File: config.mk
export PLATFORM = sky130hd
export DESIGN_NAME = imem_arbiter
export DESIGN_NICKNAME = d
export VERILOG_FILES = /design/src/rtl/imem_arbiter.sv
export SDC_FILE = /design/constraint.sdc
export NUM_CORES = 1
export LEC_CHECK = 0
export ABC_AREA = 1
export CAP_MARGIN = 20
export CORE_MARGIN = 2
export CORE_UTILIZATION = 43
export DETAILED_ROUTE_END_ITERATION = 7
export PLACE_DENSITY_LB_ADDON = 0.05
export SYNTH_ARGS = -nofsm -noshare
export SYNTH_HDL_FRONTEND = slang
export SYNTH_SLANG_ARGS = --single-unit
export TNS_END_PERCENT = 30
File: constraint.sdc
create_clock -name clk -period 2.8 [get_ports clk]
set_clock_uncertainty 0.1 [all_clocks]
set_input_delay 0.7 -clock clk [delete_from_list [all_inputs] [get_ports clk]]
set_output_delay 0.7 -clock clk [all_outputs]
set_load 0.01 [all_outputs]
File: src/rtl/imem_arbiter.sv
// Two-port arbiter in front of a single-read-port, 1-cycle-latency instruction memory.
// Port 0 is the fetch stage, port 1 the debug/loader; responses return one cycle after grant.
module imem_arbiter #(
  parameter int ADDR_W = 32,
  parameter int DATA_W = 32,
  parameter int FAIR   = 1
) (
  input  logic              clk,
  input  logic              rst,
  input  logic              req0_valid,
  input  logic [ADDR_W-1:0] req0_addr,
  output logic              req0_ready,
  output logic              resp0_valid,
  output logic [DATA_W-1:0] resp0_data,
  output logic              resp0_error,
  input  logic              flush0,
  input  logic              req1_valid,
  input  logic [ADDR_W-1:0] req1_addr,
  output logic              req1_ready,
  output logic              resp1_valid,
  output logic [DATA_W-1:0] resp1_data,
  output logic              resp1_error,
  output logic [ADDR_W-1:0] mem_addr,
  input  logic [DATA_W-1:0] mem_inst,
  input  logic              mem_error
);

  logic              gnt0, gnt1;
  logic              rr_ptr;      // port that wins the next tie
  logic              pend_valid, pend_port, pend_err;
  logic [1:0]        rsp_vld;
  logic [1:0][DATA_W-1:0] dat_q;
  logic [1:0]        err_q;

  always_comb begin
    gnt0 = 1'b0;
    gnt1 = 1'b0;
    if (!rst) begin
      if (req0_valid && req1_valid) begin
        if (FAIR != 0 && rr_ptr) gnt1 = 1'b1;
        else                     gnt0 = 1'b1;
      end else begin
        gnt0 = req0_valid;
        gnt1 = req1_valid;
      end
    end
  end

  assign req0_ready = gnt0;
  assign req1_ready = gnt1;
  assign mem_addr   = gnt0 ? req0_addr : (gnt1 ? req1_addr : '0);

  always_ff @(posedge clk) begin
    if (rst) begin
      pend_valid <= 1'b0;
      pend_port  <= 1'b0;
      pend_err   <= 1'b0;
      rr_ptr     <= 1'b0;
    end else begin
      pend_valid <= gnt0 | gnt1;
      pend_port  <= gnt1;
      pend_err   <= mem_error;
      if (gnt0 | gnt1) rr_ptr <= gnt0;
    end
  end

  // rst gates the pulse so an in-flight response dies in the reset cycle itself
  assign rsp_vld[0] = !rst && pend_valid && !pend_port && !flush0;
  assign rsp_vld[1] = !rst && pend_valid &&  pend_port;

  for (genvar p = 0; p < 2; p++) begin : g_port
    always_ff @(posedge clk) begin
      if (rst) begin
        dat_q[p] <= '0;
        err_q[p] <= 1'b0;
      end else if (rsp_vld[p]) begin
        dat_q[p] <= mem_inst;
        err_q[p] <= pend_err;
      end
    end
  end

  assign resp0_valid = rsp_vld[0];
  assign resp1_valid = rsp_vld[1];
  assign resp0_data  = rsp_vld[0] ? mem_inst : dat_q[0];
  assign resp1_data  = rsp_vld[1] ? mem_inst : dat_q[1];
  assign resp0_error = rsp_vld[0] ? pend_err : err_q[0];
  assign resp1_error = rsp_vld[1] ? pend_err : err_q[1];

endmodule

==> flow_metrics.py <==
metrics = {
    "synth": {
        "ys_seq_area_share_pct": 36.0,
        "avgSynthCellArea_um2": 6.36,
        "synth-edff-count": 0,
        "ys_async_sr_fraction_pct": 0,
        "synth_seq_cells": 70,
        "syn-cell-area_um2": 3890,
        "yosys.area.top_type": "dfxtp_1",
        "yosysUniqueCellTypes": 20,
        "yosysWarnings": 0,
        "ys_top_cells_by_area": "dfxtp_1 36%, inv_1 17%, nand2_1 17%",
        "synthCells": 612,
        "synth_top_area_share_pct": 36.0,
        "synthFlopType": "dfxtp_1",
        "syn_nets": 714,
        "synth_common_cells": "172 x inv_1, 172 x nand2_1, 70 x dfxtp_1",
    },
    "power_and_ir_drop": {
        "sequentialPowerShare_pct": 39.1,
        "vdd.ir_drop.worst_mv": 0.228,
        "p_comb_share_pct": 26.4,
        "p_sw_w": 0.000748,
        "p_int_w": 0.00192,
        "p_leak_nw": 4.43,
        "power_frac_clock_pct": 34.5,
        "sw_frac_of_total_pct": 28.0,
        "p_per_area_nw_per_um2": 392,
    },
    "floorplanning": {
        "rows": 34,
        "core_um2": 8760,
        "initial_core_util_pct": 44.4,
        "die_y_um": 99.2,
        "die-area_um2": 9830,
        "die_w_um": 99.2,
        "ioPinCount": 204,
    },
    "timing": {
        "finalHoldViolations": 0,
        "fmax_mhz": 365,
        "worst_slack_ps": 62.7,
        "slew_violations": 0,
        "tightest_slew_ps": 553,
        "finalSetupViolCount": 0,
        "worst_slew_margin_rel_pct": 63.1,
        "period_minus_slack_ps": 2740,
        "rsz0062_at_grt": "false",
        "fin_crit_sh_pct": 97.8,
    },
    "finish": {
        "drive_gt1_share_pct": 22.0,
        "n_fill_cell": 716,
        "fin_nets": 966,
        "areaGrowthSynthToFinish_pct": 75.1,
        "utilization_pct": 77.8,
        "antenna_cells": 0,
    },
    "global_route": {
        "overflow": 0,
        "grt_antenna_before_repair": 0,
        "track_usage_pct": 25.3,
        "grt_pass1_vias": 4410,
        "grt_pass1_wl_um": 20000,
        "grt_max_degree": 40,
    },
    "min_path": {
        "hold_path_class": "reg -> reg",
        "min_path_cells": 4,
    },
    "setup_path": {
        "cp.required_ps": 2000,
        "cp.arrival_ps": 1940,
        "cp_max_fo": 17,
        "critPathKind": "in -> out",
        "rr_worst_depth": 7,
        "worstSetupEndpointType": "primary output",
        "start_kind": "input pin",
    },
    "placed_design": {
        "portBuffers": 203,
        "place_congestion": 0.775,
        "post-dp-hpwl_um": 8810,
        "post-place-ws_ps": -415,
    },
    "cts": {
        "clock_latency_ps": 340,
        "tritoncts": "built",
        "cts_buffer_depth": 2,
        "clk_pin_slew_ps": 90,
        "ctsHoldBuffers": 0,
        "cts_max_level": 3,
        "cts.sinks": 70,
        "cts_buffers": 9,
        "clockRootBuffer": "clkbuf_8",
    },
    "routing": {
        "first_pass_iters": 5,
        "postRouteAntennaNets": 0,
        "dr_total_vias": 4382,
        "drtIter0Drc": 121,
        "wl_um": 12500,
        "route.detailed.drc": 0,
        "routedWlPerCell_um": 12.8,
        "routed_via_density": 4.49,
    },
    "run": {
        "cap_violations": 0,
    },
    "run_status": {
        "outcome": "finished clean",
    },
}
==> power groups by stage <==
stage | logic, W | clock network, W | registers, W
CTS | 0.000704 | 0.000936 | 0.00105
global route | 0.000771 | 0.000976 | 0.00105
finish | 0.000705 | 0.000921 | 0.00105
global placement | 0.000703 | 0 | 0.00107
detailed placement | 0.000713 | 0 | 0.00107
floorplan | 0.000277 | 0 | 0.00107
==> routing by layer <==
metal / vias up / wire [µm] / track usage, %
met4: 0 / 365 / 11.3
met2: 156 / 6660 / 47.0
met3: 28 / 856 / 6.54
li1: 2234 / - / -
met5: - / 0 / 0
met1: 1964 / 4660 / 26.7
==> metrics by stage <==
step	instance area [µm²]	setup TNS [ps]	std cells	total power [W]	hold WS [ps]
after CTS	6680	-1280	975	0.00269	428
after detailed placement	6370	-22400	953	0.00178	414
after global routing	6820	0	977	0.00280	458
after floorplan	3890	0	612	0.00134	384
after global placement	6370	-19990	953	0.00177	400
final	6820	0	977	0.00267	425
==> area by class of cell <==
| cell class | count | area [µm²] | share of cell area (%) |
|---|---|---|---|
| Sequential cell | 70 | 1400 | 20.6 |
| Clock buffer | 10 | 128 | 1.87 |
| Inverter | 174 | 658 | 9.65 |
| Clock inverter | 6 | 93.8 | 1.38 |
| Tap cell | 108 | 135 | 1.98 |
| Timing Repair Buffer | 270 | 2730 | 40.0 |
| Multi-Input combinational cell | 339 | 1680 | 24.6 |
==> flip-flops by register name, summed over array words and instances (netlist names) <==
signal and flops:
dat_q 64, pend_valid 1, err_q 2, rr_ptr 1, pend_err 1, pend_port 1
==> critical path, stage by stage <==
cell and delay [ps]:
dlygate4sd2_1 260, nor2_4 100, buf_4 150, nand2_8 110
inv_1 80, clkdlybuf4s50_1 520
==> cell families after synthesis <==
family                 count (synthesis)  synth area share [%]
and+or+nand+nor                      304                  34.6
DFF                                   70                  36.0
buffers and inverters                204                  22.0
AOI/OAI and AO/OA                     34                  7.39
==> cells in the final DEF (no fill, tap or decap) <==
cell type        Yosys  layout
buf_2               14       2
o21ai_2             30      30
bufinv_16            0       2
dlygate4sd2_1        0      43
inv_1              172     170
clkbuf_2             1       1
o21ai_1              0       3
clkbuf_16            0       1
nor2_2              27      26
clkbuf_8             0       9
nand3_2              0       1
nor2_4               1       2
dfxtp_1             70      70
clkdlybuf4s50_1      0      99
clkdlybuf4s15_2      0      13
nand2_2             26      27
nand2_1            172     171
nor2_1              41      41
buf_8                0       1
bufbuf_16            0       1
buf_12               0       7
dlymetal6s2s_1       0      32
inv_2                1       2
inv_6                0       2
nand3_4              1       1
clkinvlp_4           0       1
buf_16               0       1
nand2_8              0       2
inv_4                1       2
nand3_1             35      34
clkbuf_1             4       1
buf_4                3      54
o211a_1              1       1
clkinv_4             0       1
clkdlybuf4s15_1      0      13
buf_6                8       2
==> worst paths after layout <==
kind                            startpoint     endpoint  slack, ps
worst max-delay path                flush0  resp0_valid         60
worst min register to register   dat_q[32]    dat_q[32]        420
worst min-delay path             dat_q[32]    dat_q[32]        420
worst max register to register  pend_valid    dat_q[15]       1240
==> timing repair <==
action	in CTS	in global routing
setup buffers	3	1
resized for setup	120	45
endpoints found under the setup margin	73	94
pin swaps	3	1
gates cloned	3	1
No activity file was read; power rests on OpenSTA's default activity.
==> RTL edit, RTL diff (config.mk and constraints unchanged) <==
The parameter `DATA_W` goes from 32 to 64.
--- a/src/rtl/imem_arbiter.sv
+++ b/src/rtl/imem_arbiter.sv
@@ -4,3 +4,3 @@
   parameter int ADDR_W = 32,
-  parameter int DATA_W = 32,
+  parameter int DATA_W = 64,
   parameter int FAIR   = 1
Ports: changed (resized mem_inst, resp0_data and resp1_data); port bits go from 204 to 300. No check against the original RTL was run, so the function may have changed too.
==> RTL edit against the original RTL <==
  * Wire length is 68% higher
  * Clock power is 140% higher
  * Cell area grew 63%
  * Sequential cell count is 64 higher
  * Synthesized cell count rose by 77%
  * Power grew 99%
  * The flow now finishes with violations (negative setup slack)
  * Area after synthesis rose by 68%
  * Worst hold slack got worse by 0.0051 ns
  * Global-route usage up 0.55 points
  * Cell count increased by 70%
  * Count of clock-buffer cells in the layout is 14 higher
  * Setup slack worse by 0.098 ns
==> RTL edit: results (changes against the original RTL) <==
grt_util_met3_pct: 6.62  # was 6.54%
fill_cells: 1280  # was 716
grt_use_met1_pct: 28.3  # was 26.7%
leakage_uw: 0.00727  # was 0.00443 uW
inverters: 334  # was 174
synthTopCellsByArea: "dfxtp_1, inv_1, nand2_1"  # unchanged
routed-via-count: 7279  # was 4,382
worstPathArrival_ns: 2.03  # was 1.94 ns
post-dp-hpwl_um: 14000  # was 8810 um
cts_root_buf: "clkbuf_16"  # was clkbuf_8
violations: "negative setup slack"
p_clk_uw: 2240  # was 921 uW
grt_max_degree: 63  # was 40
wl_met3_um: 1580  # was 856 um
drt_iter0_drc: 378  # was 121
cts_buffers: 17  # was 9
clk_latency_ns: 0.42  # was 0.34 ns
grt.met2_usage_pct: 46.5  # was 47.0%
ys_top_cells_by_count: "inv_1, nand2_1, dfxtp_1"  # unchanged
crit_path_max_fanout: 15  # was 17
finalSetupViolCount: 4  # was 0
grt_pass1_vias: 6876  # was 4,410
place_congestion: 0.869  # was 0.775
hp-start: "pend_err"  # was dat_q[32]
ys_seq_area_share_pct: 40.9  # was 36.0%
vdd_drop_max_mv: 0.468  # was 0.228 mV
syn_nets: 1220  # was 714
clkbuf_count: 24  # was 10
place_inst: 1610  # was 953
layout-drive-gt1-share_pct: 16.0  # was 22.0%
wl_met1_um: 7910  # was 4660 um
power.density_nw_per_um2: 480  # was 392 nW/um^2
tns_ns: -0.102  # was 0 ns
synth-seq-cells: 134  # was 70
p_int_uw: 3960  # was 1920 uW
reg2reg_from: "pend_port"  # was pend_valid
seqCellArea_um2: 2680  # was 1400 um^2
largest_register: "dat_q"  # unchanged
grt_usage_pct: 25.8  # was 25.3%
cts_max_level: 4  # was 3
critical_path.startpoint: "rst"  # was flush0
wl_met2_um: 10900  # was 6660 um
finalNonFillerCells: 1657  # was 977
slew_headroom_pct: 56.5  # was 63.1%
clkCellAreaFrac_pct: 5.38  # was 3.25%
postCtsSetupBuffers: 5  # was 3
first_pass_iters: 4  # was 5
wl_per_cell_um: 12.8  # about the same
status: "finished, violations left"  # was finished clean
worst_slack_ns: -0.0349  # was 0.0627 ns
synth_cells: 1086  # was 612
clkTransAtPathRegs_ns: 0.06  # was 0.09 ns
buffers: 407  # was 270
ctsResizeCount: 222  # was 120
p_comb_uw: 1080  # was 705 uW
nMultiInputCombCells: 562  # was 339
ys_types: 16  # was 20
grt_pass1_wl_um: 32900  # was 20,000 um
-- RTL edit: cell count changes after synthesis, moves of 8 or more --
cell,delta
o21ai_1,+65
nor2_2,-27
o21ai_2,-30
nand2_1,+123
buf_2,+8
inv_1,+160
nand2_2,-26
nor2_1,+91
dfxtp_1,+64
nand3_1,+32
clkbuf_1,+16
-- RTL edit: final timing paths --
check	to	slack [ns]	depth (start not counted)
setup reg to reg	dat_q[27]	1.16	9
hold / removal	err_q[1]	0.42	2
hold reg to reg	err_q[1]	0.42	2
setup / recovery	resp1_data[9]	-0.03	8
-- RTL edit: per-stage QoR --
step / area [um^2] / setup slack [ns]
final: 11100 / -0.0349
after global routing: 11100 / -0.109
after CTS: 11000 / -0.0847
after detailed placement: 10300 / -0.457
after global placement: 10300 / -0.426
after floorplan: 6550 / 0.514
-- RTL edit: cells by family after synthesis --
group / count (synthesis) / synth area share [%]
buffers and inverters: 390 / 23.9
DFF: 134 / 40.9
and+or+nand+nor: 496 / 30.0
AOI/OAI and AO/OA: 66 / 5.12
